`src/rtl/mem_stage_ctrl_pkg.sv`:
```
// Shared pipeline definitions for the memory stage: FSM states, the
// M-stage control bundle, the default memory timeout and the alignment check.
package mem_stage_ctrl_pkg;

  // Memory-access FSM states
  typedef enum logic [1:0] {
    IDLE = 2'd0,
    REQ  = 2'd1,
    DONE = 2'd2
  } state_e;

  // Control bits carried by the E/M register
  typedef struct packed {
    logic RegWrite;
    logic MemtoReg;
    logic MemWrite;
  } ctrl_t;

  // REQ-state cycles allowed without ack before the access is abandoned
  localparam int unsigned DEFAULT_TIMEOUT = 32'd255;

  // Word accesses must have both low address bits clear
  function automatic logic is_misaligned(input logic [1:0] addr_lsb);
    return (addr_lsb != 2'b00);
  endfunction

endpackage

```
`src/rtl/flopenr_mw.sv`:
```
// M/W pipeline register with asynchronous active-high reset.
// bubble_i squashes the writeback controls so the W stage sees a no-op;
// rd_en_i restricts updates of the read-data field to completed accesses.
module flopenr_mw (
  input  logic        clk,
  input  logic        reset,
  input  logic        bubble_i,
  input  logic        rd_en_i,
  input  logic [31:0] rd_i,
  input  logic [31:0] alu_i,
  input  logic [3:0]  wa3_i,
  input  logic        regwrite_i,
  input  logic        memtoreg_i,
  output logic [31:0] rd_o,
  output logic [31:0] alu_o,
  output logic [3:0]  wa3_o,
  output logic        regwrite_o,
  output logic        memtoreg_o
);

  logic        regwrite_d;
  logic        memtoreg_d;
  logic [31:0] rd_d;
  logic [31:0] rd_q;
  logic [31:0] alu_q;
  logic [3:0]  wa3_q;
  logic        regwrite_q;
  logic        memtoreg_q;

  // Next-state of the register: bubble forces the controls low, read data holds unless enabled
  always_comb begin
    regwrite_d = regwrite_i;
    memtoreg_d = memtoreg_i;
    rd_d       = rd_q;
    if (bubble_i) begin
      regwrite_d = 1'b0;
      memtoreg_d = 1'b0;
    end else begin
      regwrite_d = regwrite_i;
      memtoreg_d = memtoreg_i;
    end
    if (rd_en_i) begin
      rd_d = rd_i;
    end else begin
      rd_d = rd_q;
    end
  end

  // M/W storage, cleared asynchronously on reset
  always_ff @(posedge clk or posedge reset) begin
    if (reset) begin
      rd_q       <= 32'h0000_0000;
      alu_q      <= 32'h0000_0000;
      wa3_q      <= 4'h0;
      regwrite_q <= 1'b0;
      memtoreg_q <= 1'b0;
    end else begin
      rd_q       <= rd_d;
      alu_q      <= alu_i;
      wa3_q      <= wa3_i;
      regwrite_q <= regwrite_d;
      memtoreg_q <= memtoreg_d;
    end
  end

  assign rd_o       = rd_q;
  assign alu_o      = alu_q;
  assign wa3_o      = wa3_q;
  assign regwrite_o = regwrite_q;
  assign memtoreg_o = memtoreg_q;

endmodule

```
`src/rtl/mem_stage_ctrl.sv`:
```
// Memory stage controller. Issues one load/store at a time to a multi-cycle
// data memory over req/ack, stalls the front of the pipeline while the access
// is outstanding, and turns misaligned addresses and timeouts into a
// suppressed writeback plus a one-cycle fault pulse.
module mem_stage_ctrl
  import mem_stage_ctrl_pkg::*;
#(
  parameter int unsigned TIMEOUT = DEFAULT_TIMEOUT
) (
  input  logic        clk,
  input  logic        reset,
  input  logic [31:0] ALUOutM,
  input  logic [31:0] WriteDataM,
  input  logic [3:0]  WA3M,
  input  logic        RegWriteM,
  input  logic        MemtoRegM,
  input  logic        MemWriteM,
  output logic        dmem_req,
  output logic        dmem_we,
  output logic [31:0] dmem_addr,
  output logic [31:0] dmem_wdata,
  input  logic        dmem_ack,
  input  logic [31:0] dmem_rdata,
  output logic        StallM,
  output logic        dmem_fault,
  output logic [31:0] ReadDataW,
  output logic [31:0] ALUOutW,
  output logic [3:0]  WA3W,
  output logic        RegWriteW,
  output logic        MemtoRegW
);

  // Counter must be able to hold the value TIMEOUT itself
  localparam int CW = $clog2(TIMEOUT + 32'd1);

  state_e      state_q;
  logic        req_q;
  logic        we_q;
  logic [31:0] addr_q;
  logic [31:0] wdata_q;
  logic        fault_q;
  logic        suppress_q;
  logic [31:0] hold_q;
  logic [CW-1:0] cnt_q;

  ctrl_t ctrl_s;
  logic  memop_s;
  logic  misalign_s;
  logic  start_s;
  logic  last_wait_s;
  logic  mw_bubble_s;
  logic  mw_rd_en_s;

  assign ctrl_s      = '{RegWrite: RegWriteM, MemtoReg: MemtoRegM, MemWrite: MemWriteM};
  assign memop_s     = ctrl_s.MemtoReg | ctrl_s.MemWrite;
  assign misalign_s  = memop_s & is_misaligned(ALUOutM[1:0]);
  assign start_s     = (state_q == IDLE) & memop_s & ~misalign_s;
  // Final permitted REQ cycle: the counter has already seen TIMEOUT-1 waits
  assign last_wait_s = (cnt_q == CW'(TIMEOUT - 32'd1));

  // Stall while an aligned access is being launched or is outstanding
  assign StallM = start_s | (state_q == REQ);

  // Decide what the M/W register loads this cycle
  always_comb begin
    mw_bubble_s = 1'b1;
    mw_rd_en_s  = 1'b0;
    case (state_q)
      IDLE: begin
        // Any memop leaving IDLE is either faulted or still in flight
        mw_bubble_s = memop_s;
        mw_rd_en_s  = 1'b0;
      end
      REQ: begin
        mw_bubble_s = 1'b1;
        mw_rd_en_s  = 1'b0;
      end
      DONE: begin
        mw_bubble_s = suppress_q;
        mw_rd_en_s  = 1'b1;
      end
      default: begin
        mw_bubble_s = 1'b1;
        mw_rd_en_s  = 1'b0;
      end
    endcase
  end

  // Access FSM with its request, hold, counter and fault registers
  always_ff @(posedge clk or posedge reset) begin
    if (reset) begin
      state_q    <= IDLE;
      req_q      <= 1'b0;
      we_q       <= 1'b0;
      addr_q     <= 32'h0000_0000;
      wdata_q    <= 32'h0000_0000;
      fault_q    <= 1'b0;
      suppress_q <= 1'b0;
      hold_q     <= 32'h0000_0000;
      cnt_q      <= '0;
    end else begin
      fault_q <= 1'b0;
      case (state_q)
        IDLE: begin
          fault_q <= misalign_s;
          if (start_s) begin
            addr_q  <= ALUOutM;
            wdata_q <= WriteDataM;
            we_q    <= ctrl_s.MemWrite;
            req_q   <= 1'b1;
            cnt_q   <= '0;
            state_q <= REQ;
          end else begin
            state_q <= IDLE;
          end
        end
        REQ: begin
          cnt_q <= cnt_q + CW'(1);
          if (dmem_ack) begin
            // An ack on the last permitted cycle still completes normally
            hold_q  <= dmem_rdata;
            req_q   <= 1'b0;
            state_q <= DONE;
          end else if (last_wait_s) begin
            req_q      <= 1'b0;
            fault_q    <= 1'b1;
            suppress_q <= 1'b1;
            state_q    <= DONE;
          end else begin
            state_q <= REQ;
          end
        end
        DONE: begin
          cnt_q      <= '0;
          suppress_q <= 1'b0;
          state_q    <= IDLE;
        end
        default: begin
          req_q   <= 1'b0;
          state_q <= IDLE;
        end
      endcase
    end
  end

  assign dmem_req   = req_q;
  assign dmem_we    = we_q;
  assign dmem_addr  = addr_q;
  assign dmem_wdata = wdata_q;
  assign dmem_fault = fault_q;

  flopenr_mw u_mw (
    .clk        (clk),
    .reset      (reset),
    .bubble_i   (mw_bubble_s),
    .rd_en_i    (mw_rd_en_s),
    .rd_i       (hold_q),
    .alu_i      (ALUOutM),
    .wa3_i      (WA3M),
    .regwrite_i (RegWriteM),
    .memtoreg_i (MemtoRegM),
    .rd_o       (ReadDataW),
    .alu_o      (ALUOutW),
    .wa3_o      (WA3W),
    .regwrite_o (RegWriteW),
    .memtoreg_o (MemtoRegW)
  );

endmodule

```
`config.mk`:
```
export PLATFORM = sky130hd
export DESIGN_NAME = mem_stage_ctrl
export DESIGN_NICKNAME = d
export VERILOG_FILES = /design/src/rtl/mem_stage_ctrl_pkg.sv /design/src/rtl/flopenr_mw.sv /design/src/rtl/mem_stage_ctrl.sv
export SDC_FILE = /design/constraint.sdc
export NUM_CORES = 1
export LEC_CHECK = 0
export CAP_MARGIN = 20
export CORE_AREA = 3 3 104 146
export CTS_CLUSTER_DIAMETER = 80
export DETAILED_ROUTE_END_ITERATION = 10
export DIE_AREA = 0 0 107 149
export PLACE_DENSITY_LB_ADDON = 0.15
export SETUP_SLACK_MARGIN = 0.02
export SLEW_MARGIN = 20
export SYNTH_ARGS = -nofsm -noshare
export SYNTH_HDL_FRONTEND = slang
export SYNTH_SLANG_ARGS = --single-unit
```
`constraint.sdc`:
```
create_clock -name clk -period 10.46 [get_ports clk]
set_input_delay 1.046 -clock clk [delete_from_list [all_inputs] [get_ports clk]]
set_output_delay 1.046 -clock clk [all_outputs]
set_load 0.01 [all_outputs]
```
### Yosys cells after proc, flatten, opt, wreduce, memory -nomap -nowiden

Index checks and enable logic that the tools add are counted.

* word-level logic and storage cells: 58
* register bits after elaboration: 180
* output and inout bits: 138

* equality and inequality tests: 7
* $add $sub $neg: 1
* bitwise operators: 7
* reduce and logical (&&, ||, !) cells: 9
* mux-type cells: 20

Operators by type and width (number)
* 8-bit case mux with 3 select lines: 1
* 1-bit two-way mux: 11
* 8-bit by 1-bit adder with 8-bit output, second input constant: 1
* 8-bit == test, second input constant: 1
* 8-bit two-way mux: 1
* 2-bit inequality test, second input constant: 3
* 1-bit case mux with 2 select lines: 3
* 2-bit AND reduction: 3
* 3-bit AND reduction: 2
* 2-bit two-way mux: 2
* 2-bit case mux with 2 select lines: 1
* 2-bit nonzero test: 2
* 1-bit bitwise AND: 3
* 3-bit inequality test, second input constant: 1
* 1-bit case mux with 3 select lines: 1
* 3-bit nonzero test: 1
* 2-bit by 1-bit == test with 1-bit output, second input constant: 1
* 2-bit == test, second input constant: 1
* 2-bit logical NOT: 1
* 1-bit NOT: 2
* 1-bit OR: 2

### Depth between registers and ports, before layout

Gate-level depths: netlist of run 1.

* depth in word-level cells: 6
* gate-level depth with buffers: 6
* gate-level depth less buffers: 5

### Cells and area by module

Synthesis of run 1 repeated with hierarchy kept, for this count alone.

* cells, all modules: 384
* area, all modules: 6606.3 µm²

By module, submodules not included
* mem_stage_ctrl: instances 1, area each 4294.1 µm², cells each 275, seq. area each 2752.6 µm²
* flopenr_mw: instances 1, area each 2312.2 µm², cells each 109, seq. area each 1751.7 µm²

### Least setup slack after synthesis of run 1

OpenSTA, ideal clock, no wires.

* path type: input-to-output
* start: input port MemWriteM
* end: output port StallM
* cell stages on the path: 5
* arrival time: 1.734 ns
* path buffers: 2
* data required time: 9.414 ns
* slack: 7.680 ns
* cells stage by stage: nor2_1 nand3b_2 buf_6 buf_6 nand2_1

* word-level cells in the longest chain between the ends: 5

Ends and longest elaborated chain
* start: declaration: RTL line mem_stage_ctrl.sv:17 `input logic MemWriteM,`
* 1-bit OR *: RTL line mem_stage_ctrl.sv:55 `assign memop_s = ctrl_s.MemtoReg | ctrl_s.MemWrite;`
* 1-bit bitwise AND: RTL line mem_stage_ctrl.sv:56 `assign misalign_s = memop_s & is_misaligned(ALUOutM[1:0]);`
* 1-bit NOT: RTL line mem_stage_ctrl.sv:57 `assign start_s = (state_q == IDLE) & memop_s & ~misalign_s;`
* 1-bit bitwise AND *: RTL line mem_stage_ctrl.sv:57
* 1-bit OR *: RTL line mem_stage_ctrl.sv:62 `assign StallM = start_s | (state_q == REQ);`
* end: declaration: RTL line mem_stage_ctrl.sv:24 `output logic StallM,`

Every way passes the cells marked *; elsewhere a longest branch is shown, timed or not.

### Worst setup path in the final report of run 1

* start: input port ALUOutM[0]
* end: output port StallM

* word-level cells in the longest chain between the ends: 5

Ends and longest elaborated chain
* start: declaration: RTL line mem_stage_ctrl.sv:12 `input logic [31:0] ALUOutM,`
* 2-bit nonzero test: RTL line mem_stage_ctrl_pkg.sv:24 `return (addr_lsb != 2'b00);`
* 1-bit bitwise AND: RTL line mem_stage_ctrl.sv:56
* 1-bit NOT: RTL line mem_stage_ctrl.sv:57
* 1-bit bitwise AND: RTL line mem_stage_ctrl.sv:57
* 1-bit OR: RTL line mem_stage_ctrl.sv:62

Every way passes these cells.

==> qor.yml, run 1 <==
wl_met2_um: 8110
synth_seq_cells: 180
drt_first_pass_iters: 4
avgSynthCellArea_um2: 17.2
cp_max_fo: 3
htree_levels: 4
outcome: "completed"
grt_max_degree: 95
clk_pin_slew_ps: 60
power-per-cell-area_nw_per_um2: 235
required_ps: 9410
dpl.hpwl_um: 10900
ir_drop_mv: 0.135
tightestPinTransition_ps: 939
io_buffers: 243
rsz0062_at_grt: "false"
postCtsResizedCells: 0
slew_headroom_pct: 37.4
die_w_um: 107
final_max_slew_viol_count: 0
syn-cell-area_um2: 6680
grt_usage_pct: 19.8
final_net_count: 743
top_layer_used: "met4"
post_cts_buffers: 0
min-delay-start: "suppress_q"
synth_warnings: 0
cts_inserted_buffers: 17
cts_hold_buf: 0
yosys-top-cells-area: "dfrtp_1, mux2_2, mux2_4"
hold_violations: 0
die-area_um2: 15900
drive_above_1_share_pct: 26.0
clock_skew_ps: 5.79
final_cell_area_um2: 9800
routedWlPerCell_um: 18.4
layout_commonest_cell: "clkdlybuf4s50_1"
setup_violations: 0
rrSetupSlack_ps: 8190
totalWireLength_um: 15300
final_antenna_net_count: 0
yosysUniqueCellTypes: 40
via_per_inst: 4.85
synth_largest_area_cell: "dfrtp_1"
synthCells: 389
grt_pass1_vias: 4435
post-route-drc-count: 0
grt_pass1_wl_um: 24400
clk_latency_ps: 410
met3_length_um: 1230
rows: 51
startpoint: "ALUOutM[0]"
synth_top_area_share_pct: 67.5
antenna_cells: 0
fin_crit_sh_pct: 34.0
wl_met1_um: 5820
clock_sink_count: 180
fillers: 953
synth_nets: 497
top_level_ports: 244
fin_util_pct: 70.1
die_h_um: 149
path_class: "input pin to primary output"
critPathLaunchType: "input pin"
cts-root-buf: "clkbuf_16"
area_growth_pct: 46.8
cts_tree: "built"
place_area_um2: 9220
finalSetupTns_ps: 0
crit_arrival_ps: 2510
min_path_type: "register to register"
drt_iter0_drc: 140
synth-seq-area-share_pct: 67.5
gp_congestion: 0.762
fin_crit_ps: 3560
max-cap-violations: 0
p_leak_nw: 4.35
most-common-layout-cells: "clkdlybuf4s50_1, dfrtp_1, mux2_2"
grt_antenna_before_repair: 0
start_util_pct: 47.8
clockBufferDepth: 2
r2r-start: "state_q[0]"
vias: 4038
fmax_mhz: 281
endpoint_kind: "primary output"
core_um2: 14000
grt-ovfl-total: 0
-- cells by family after synthesis --
kind of cell,share of synthesized area (%)
flip-flops,67.5
multiplexers,24.0
AND/OR/NAND/NOR,3.43
buffers and inverters,2.51
AO/OA/AOI/OAI,2.14
adder cells (fa/ha/maj),0.375
XOR/XNOR,0.131
-- area by class of cell --
cell class | count | area, um^2 | share of cell area, %
flip-flops and latches | 180 | 4500 | 46.0
inverters | 5 | 23.8 | 0.243
clock buffers | 20 | 447 | 4.56
well taps | 185 | 231 | 2.36
clock inverters | 11 | 128 | 1.30
multi-input cells | 186 | 2020 | 20.6
repair buffers | 245 | 2450 | 25.0
-- power breakdown --
group / internal (mW) / leakage (nW) / total [mW] / switching, mW
combinational: 0.452 / 1.92 / 0.689 / 0.237
clock: 0.358 / 0.273 / 0.617 / 0.258
sequential: 0.891 / 2.15 / 0.999 / 0.108
-- synth_stat cells, drive strengths merged --
cell and n:
nor3b 2, o31ai 1, o21ai 3, a211o 1, a21oi 3, nor3 2, ha 2, o21a 1
or3 1, nor2 5, nand2b 3, or4 2, o2bb2ai 1, nand3 4, inv 5, o311ai 1
o41ai 1, a22o 1, dfrtp 180, xnor2 1, a31oi 1, and2 4, nand3b 1, o211ai 3
nand2 9, nor4 1, and3 1, o21bai 1, mux2 127, nor2b 1, buf 18, a21o 1
nand4 1
-- critical path, cell delays in order --
cell	delay, ps
clkdlybuf4s50_1	460
nor2_1	270
nand3b_4	110
nand2_1	90
clkdlybuf4s50_1	530
-- through the flow --
| step | power, mW | std cells | worst slack [ps] | hold WS (ps) |
|---|---|---|---|---|
| 2_1_floorplan | 1.31 | 389 | 4530 | 432 |
| 3_3_place_gp | 1.68 | 801 | 6920 | 457 |
| 3_5_place_dp | 1.71 | 801 | 6870 | 459 |
| 4_1_cts | 2.33 | 832 | 6860 | 480 |
| 5_1_grt | 2.43 | 832 | 6820 | 507 |
| 6_report | 2.30 | 832 | 6900 | 475 |
-- sequential cells by signal (all words and copies together) (netlist names), 2 cells and up --
signal      count
hold_q         32
u_mw.alu_o     32
state_q         2
u_mw.rd_o      32
dmem_addr      32
u_mw.wa3_o      4
cnt_q           8
dmem_wdata     32
-- worst paths after layout --
| kind | to | cells after the start |
|---|---|---|
| setup / recovery | StallM | 5 |
| hold / removal | u_mw.memtoreg_o | 1 |
| setup reg to reg | hold_q[30] | 3 |
| hold reg to reg | u_mw.memtoreg_o | 1 |
| max in group asynchronous | dmem_addr[18] | 3 |
| min in group asynchronous | dmem_addr[11] | 2 |
-- per-layer routing --
layer	up-vias	GRT usage, %
met4	0	5.57
met2	168	35.1
met5	-	0
met1	2011	22.6
met3	10	7.02
li1	1849	-
(Power assumes the default switching activity.)
==> run 2: changes to the inputs <==
--- a/config.mk
+++ b/config.mk
@@ -6,10 +6,10 @@
 export NUM_CORES = 1
 export LEC_CHECK = 0
 export CAP_MARGIN = 20
-export CORE_AREA = 3 3 104 146
+export CORE_AREA = 3 3 109 152
 export CTS_CLUSTER_DIAMETER = 80
 export DETAILED_ROUTE_END_ITERATION = 10
-export DIE_AREA = 0 0 107 149
+export DIE_AREA = 0 0 112 155
 export PLACE_DENSITY_LB_ADDON = 0.15
 export SETUP_SLACK_MARGIN = 0.02
 export SLEW_MARGIN = 20
==> constraint.sdc (replaced) <==
create_clock -name clk -period 3.69 [get_ports clk]
set_input_delay 0.369 -clock clk [delete_from_list [all_inputs] [get_ports clk]]
set_output_delay 0.369 -clock clk [all_outputs]
set_load 0.01 [all_outputs]
==> qor.yml, run 2 (same netlist as run 1, synthesis figures left out) <==
clk_latency_ps: 420  # about the same
clk_pin_slew_ps: 70  # about the same
grt_pass1_vias: 4653  # +4.9%
power-per-cell-area_nw_per_um2: 663  # +180%
final_antenna_net_count: 0  # unchanged
vias: 4162  # +3.1%
grt_max_degree: 53  # -44%
grt-ovfl-total: 0  # unchanged
met1_usage_pct: 22.4  # -0.28 points
p_sw_mw: 1.78  # +200%
clock_sink_count: 180  # unchanged
rows: 53  # +3.9%
die-area_um2: 17400  # +8.9%
post_cts_buffers: 0  # unchanged
most-common-layout-cells: "clkdlybuf4s50_1, dfrtp_1, mux2_2"
area_growth_pct: 47.9
gr-max-usage-layer: "met2"
fmax_mhz: 440
totalWireLength_um: 16000  # +4.7%
layout_commonest_cell: "clkdlybuf4s50_1"
rsz0062_at_grt: "false"
endpoint_kind: "register"
tightestPinTransition_ps: 869  # -70.5 ps
post-route-drc-count: 0  # unchanged
hold_slack_ps: 391  # -84.3 ps
fillers: 1198  # +26%
hold_violations: 0  # unchanged
cts_tree: "built"
pwr-share-clk_pct: 26.8  # about the same
grt_use_met3_pct: 6.77  # -0.25 points
via_per_inst: 4.93  # +1.6%
top_level_ports: 244  # unchanged
core_um2: 15200  # +8.7%
postCtsResizedCells: 0  # unchanged
path_class: "register to register"
cp_max_fo: 32  # +29
ir_drop_mv: 0.393  # +190%
swShare_pct: 27.2  # +1.0 points
io_buffers: 243  # unchanged
cts_inserted_buffers: 17  # unchanged
grt_pass1_wl_um: 25500  # +4.8%
final_max_slew_viol_count: 0  # unchanged
slew_headroom_pct: 42.0  # +4.6 points
p_seq_share_pct: 43.1  # -0.3 points
max-cap-violations: 0  # unchanged
clockBufferDepth: 2  # unchanged
fin_crit_ps: 2270
finalSetupTns_ps: 0  # unchanged
p_leak_nw: 4.38  # +0.75%
setup_violations: 0  # unchanged
antenna_cells: 0  # unchanged
critical_path.cell_chain: "nor2b_1 -> nand2_4 -> mux2_4"
combPwrFrac_pct: 30.1  # +0.2 points
outcome: "completed"
drive_above_1_share_pct: 26.5  # +0.57 points
clock_skew_ps: 10.5  # +4.76 ps
cts_hold_buf: 0  # unchanged
met2_usage_pct: 31.4  # -3.7 points
cp_slowest_cell: "nor2b_1"
max_stage_delay_ps: 610  # +80 ps
min_path_type: "input pin to register"
crit_arrival_ps: 2570  # +60 ps
start_util_pct: 44.0  # -3.8 points
grt_usage_pct: 18.8  # -1.1 points
final_net_count: 748  # +0.67%
drt_first_pass_iters: 4  # unchanged
internal-power_mw: 4.77  # +180%
grt_antenna_before_repair: 0  # unchanged
cts-root-buf: "clkbuf_16"
routedWlPerCell_um: 19.0  # +3.2%
drt_iter0_drc: 145  # +3.6%
gp_congestion: 0.806  # +5.7%
die_h_um: 155  # +4.0%
fin_crit_sh_pct: 61.6
required_ps: 3990  # -5420 ps
dpl.hpwl_um: 11600  # +6.9%
critPathLaunchType: "register"
htree_levels: 4  # unchanged
die_w_um: 112  # +4.7%
run 2: layout make-up:
cell class	count	area, um^2	share of cell area [%]
repair buffers	250	2520	25.5
clock inverters	13	145	1.47
flip-flops and latches	180	4500	45.6
clock buffers	18	429	4.35
inverters	5	22.5	0.228
multi-input cells	186	2010	20.4
well taps	192	240	2.43
run 2: metal layers:
layer | up-vias | wire [um]
met3 | 25 | 1350
li1 | 1860 | -
met2 | 185 | 8100
met4 | 0 | 340
met5 | - | 0
met1 | 2092 | 6220
run 2: metrics by stage:
stage / utilization (%) / instances / cell area [um^2] / setup WS [ps] / power [mW]
floorplan: - / 389 / 6680 / 1010 / 3.72
global placement: 61.3 / 813 / 9300 / 1400 / 4.78
detailed placement: 61.3 / 813 / 9300 / 1410 / 4.85
CTS: 65.0 / 844 / 9880 / 1360 / 6.64
global route: 65.0 / 844 / 9880 / 1220 / 6.90
finish: 65.0 / 844 / 9880 / 1420 / 6.55
run 2: power groups by stage:
stage	Combinational [mW]	Clock, mW	Sequential, mW
floorplan	0.724	0	3.00
global placement	1.95	0	2.83
detailed placement	1.99	0	2.86
CTS	2.00	1.81	2.83
global route	2.10	1.90	2.90
finish	1.97	1.76	2.82
run 2: worst max-delay path: cells and delay by family, from the launching register on:
| kind | cells | cell delay, ps |
|---|---|---|
| flops | 1 | 590 |
| mux | 1 | 430 |
| simple gates | 2 | 1100 |
run 2: worst paths after layout:
kind | cells past startpoint | to | slack (ps) | start
max in group asynchronous | 3 | u_mw.alu_o[17] | 2460 | reset
setup / recovery | 3 | hold_q[20] | 1420 | state_q[0]
hold / removal | 1 | u_mw.wa3_o[2] | 390 | WA3M[2]
min in group asynchronous | 2 | dmem_wdata[19] | 470 | reset
setup reg to reg | 3 | hold_q[20] | 1420 | state_q[0]
hold reg to reg | 1 | u_mw.memtoreg_o | 480 | suppress_q
==> run 3: changes to the inputs <==
==> constraint.sdc (replaced) <==
create_clock -name clk -period 2.3 [get_ports clk]
set_input_delay 0.23 -clock clk [delete_from_list [all_inputs] [get_ports clk]]
set_output_delay 0.23 -clock clk [all_outputs]
set_load 0.01 [all_outputs]
==> qor.yml, run 3 (same netlist as run 1, synthesis figures left out) <==
outcome: "completed"
rsz0062_at_grt: "false"
io_buffers: 243  # unchanged
cp_max_fo: 9  # -72%
area_growth_pct: 49.4
clock_skew_ps: 5.97  # -4.58 ps
grt_pass1_wl_um: 24700  # -3.2%
top_level_ports: 244  # unchanged
totalWireLength_um: 15700  # -1.9%
via_per_inst: 4.85  # -1.7%
drt_iter0_drc: 150  # +3.4%
cts_tree: "built"
p_leak_nw: 4.44  # +1.4%
place_ws_ps: 212  # -1200 ps
fmax_mhz: 489
drive_above_1_share_pct: 27.7  # +1.2 points
final_cell_area_um2: 9980  # +1.0%
post-route-drc-count: 0  # unchanged
cts-root-buf: "clkbuf_16"
layout_commonest_cell: "clkdlybuf4s50_1"
setup_slack_ps: 255  # -1160 ps
cts_inserted_buffers: 17  # unchanged
start_util_pct: 44.0  # unchanged
fin_crit_ps: 2040
final_antenna_net_count: 0  # unchanged
die-area_um2: 17400  # unchanged
grt_antenna_before_repair: 0  # unchanged
endpoint_kind: "primary output"
die_w_um: 112  # unchanged
hold_slack_ps: 252  # -139 ps
clk_pin_slew_ps: 60  # about the same
setup_violations: 0  # unchanged
grt_usage_pct: 18.4  # -0.36 points
min_path_type: "input pin to register"
gp_congestion: 0.800  # -0.73%
routedWlPerCell_um: 18.4  # -2.8%
antenna_cells: 0  # unchanged
grt-ovfl-total: 0  # unchanged
core_um2: 15200  # unchanged
fin_util_pct: 65.7  # +0.65 points
clockBufferDepth: 2  # unchanged
slew_headroom_pct: 72.2  # +30 points
rows: 53  # unchanged
final_max_slew_viol_count: 0  # unchanged
die_h_um: 155  # unchanged
grt_max_degree: 81  # +53%
drt_first_pass_iters: 4  # unchanged
most-common-layout-cells: "clkdlybuf4s50_1, dfrtp_1, mux2_2"
clk_latency_ps: 420  # about the same
clock_sink_count: 180  # unchanged
max-cap-violations: 0  # unchanged
grt_pass1_vias: 4499  # -3.3%
hold_violations: 0  # unchanged
dpl.hpwl_um: 11500  # -1.0%
vias: 4129  # -0.79%
tightestPinTransition_ps: 411  # -458 ps
path_class: "register to primary output"
htree_levels: 4  # unchanged
final_net_count: 755  # +0.94%
crit_arrival_ps: 1810  # -760 ps
place_area_um2: 9350  # +0.48%
power-per-cell-area_nw_per_um2: 1050  # +59%
required_ps: 2070  # -1920 ps
ir_drop_mv: 0.673  # +71%
fin_crit_sh_pct: 88.9
p_total_mw: 10.5  # +60%
cts_hold_buf: 0  # unchanged
critPathLaunchType: "register"
run 3: changes by cell type in the layout (fill, tap and decap cells not counted):
cell and change:
buf_4 +4, clkbuf_8 +4, buf_12 +3, clkinv_2 +3
dfrtp_1 -2, dfrtp_2 +2, inv_8 -2, clkinv_4 -1
clkinv_8 -1, clkinvlp_4 -1, inv_6 -1
run 3: worst paths after layout:
kind,start,endpoint,slack (ps),depth (start not counted)
worst min-delay path,WA3M[1],u_mw.wa3_o[1],250,1
min in group asynchronous,reset,u_mw.rd_o[16],310,3
worst max register to register,state_q[0],dmem_addr[8],720,5
worst min register to register,suppress_q,u_mw.memtoreg_o,480,1
worst max-delay path,state_q[0],StallM,260,4
max in group asynchronous,reset,state_q[0],1630,3
run 3: cell type report:
cell class	instances	area, um^2
Sequential cell	180	4510
Clock inverter	10	96.3
Multi-Input combinational cell	186	2010
Tap cell	192	240
Inverter	5	22.5
Clock buffer	22	484
Fill cell	1128	5210
Timing Repair Buffer	257	2610
run 3: power by group:
group	total, mW	internal, mW	switching, mW
clock network	2.79	1.62	1.17
logic	3.18	2.08	1.09
registers	4.53	4.06	0.475
total	10.5	7.75	2.74
run 3: metrics by stage:
step                setup TNS [ps]  instances
global route                     0        852
floorplan                   -42950        389
detailed placement               0        814
global placement                 0        814
CTS                              0        846
finish                           0        852
run 3: repair_timing:
item,CTS,global route
gates resized for setup,1,1
endpoints found under the setup margin,1,1
setup buffers,0,6
run 3: worst max-delay path, stage by stage, from the launching register on:
cell,delay [ps]
dfrtp_2,500
nor2_4,160
nand3b_4,120
nand2_1,90
clkdlybuf4s50_1,530
run 3: metal layers:
layer	part of all wire [%]	global-route usage, %	up-vias
met2	51	31.1	203
met5	0	0	-
li1	-	-	1879
met1	39	21.7	2018
met4	2.2	6.70	0
met3	8.1	6.50	29
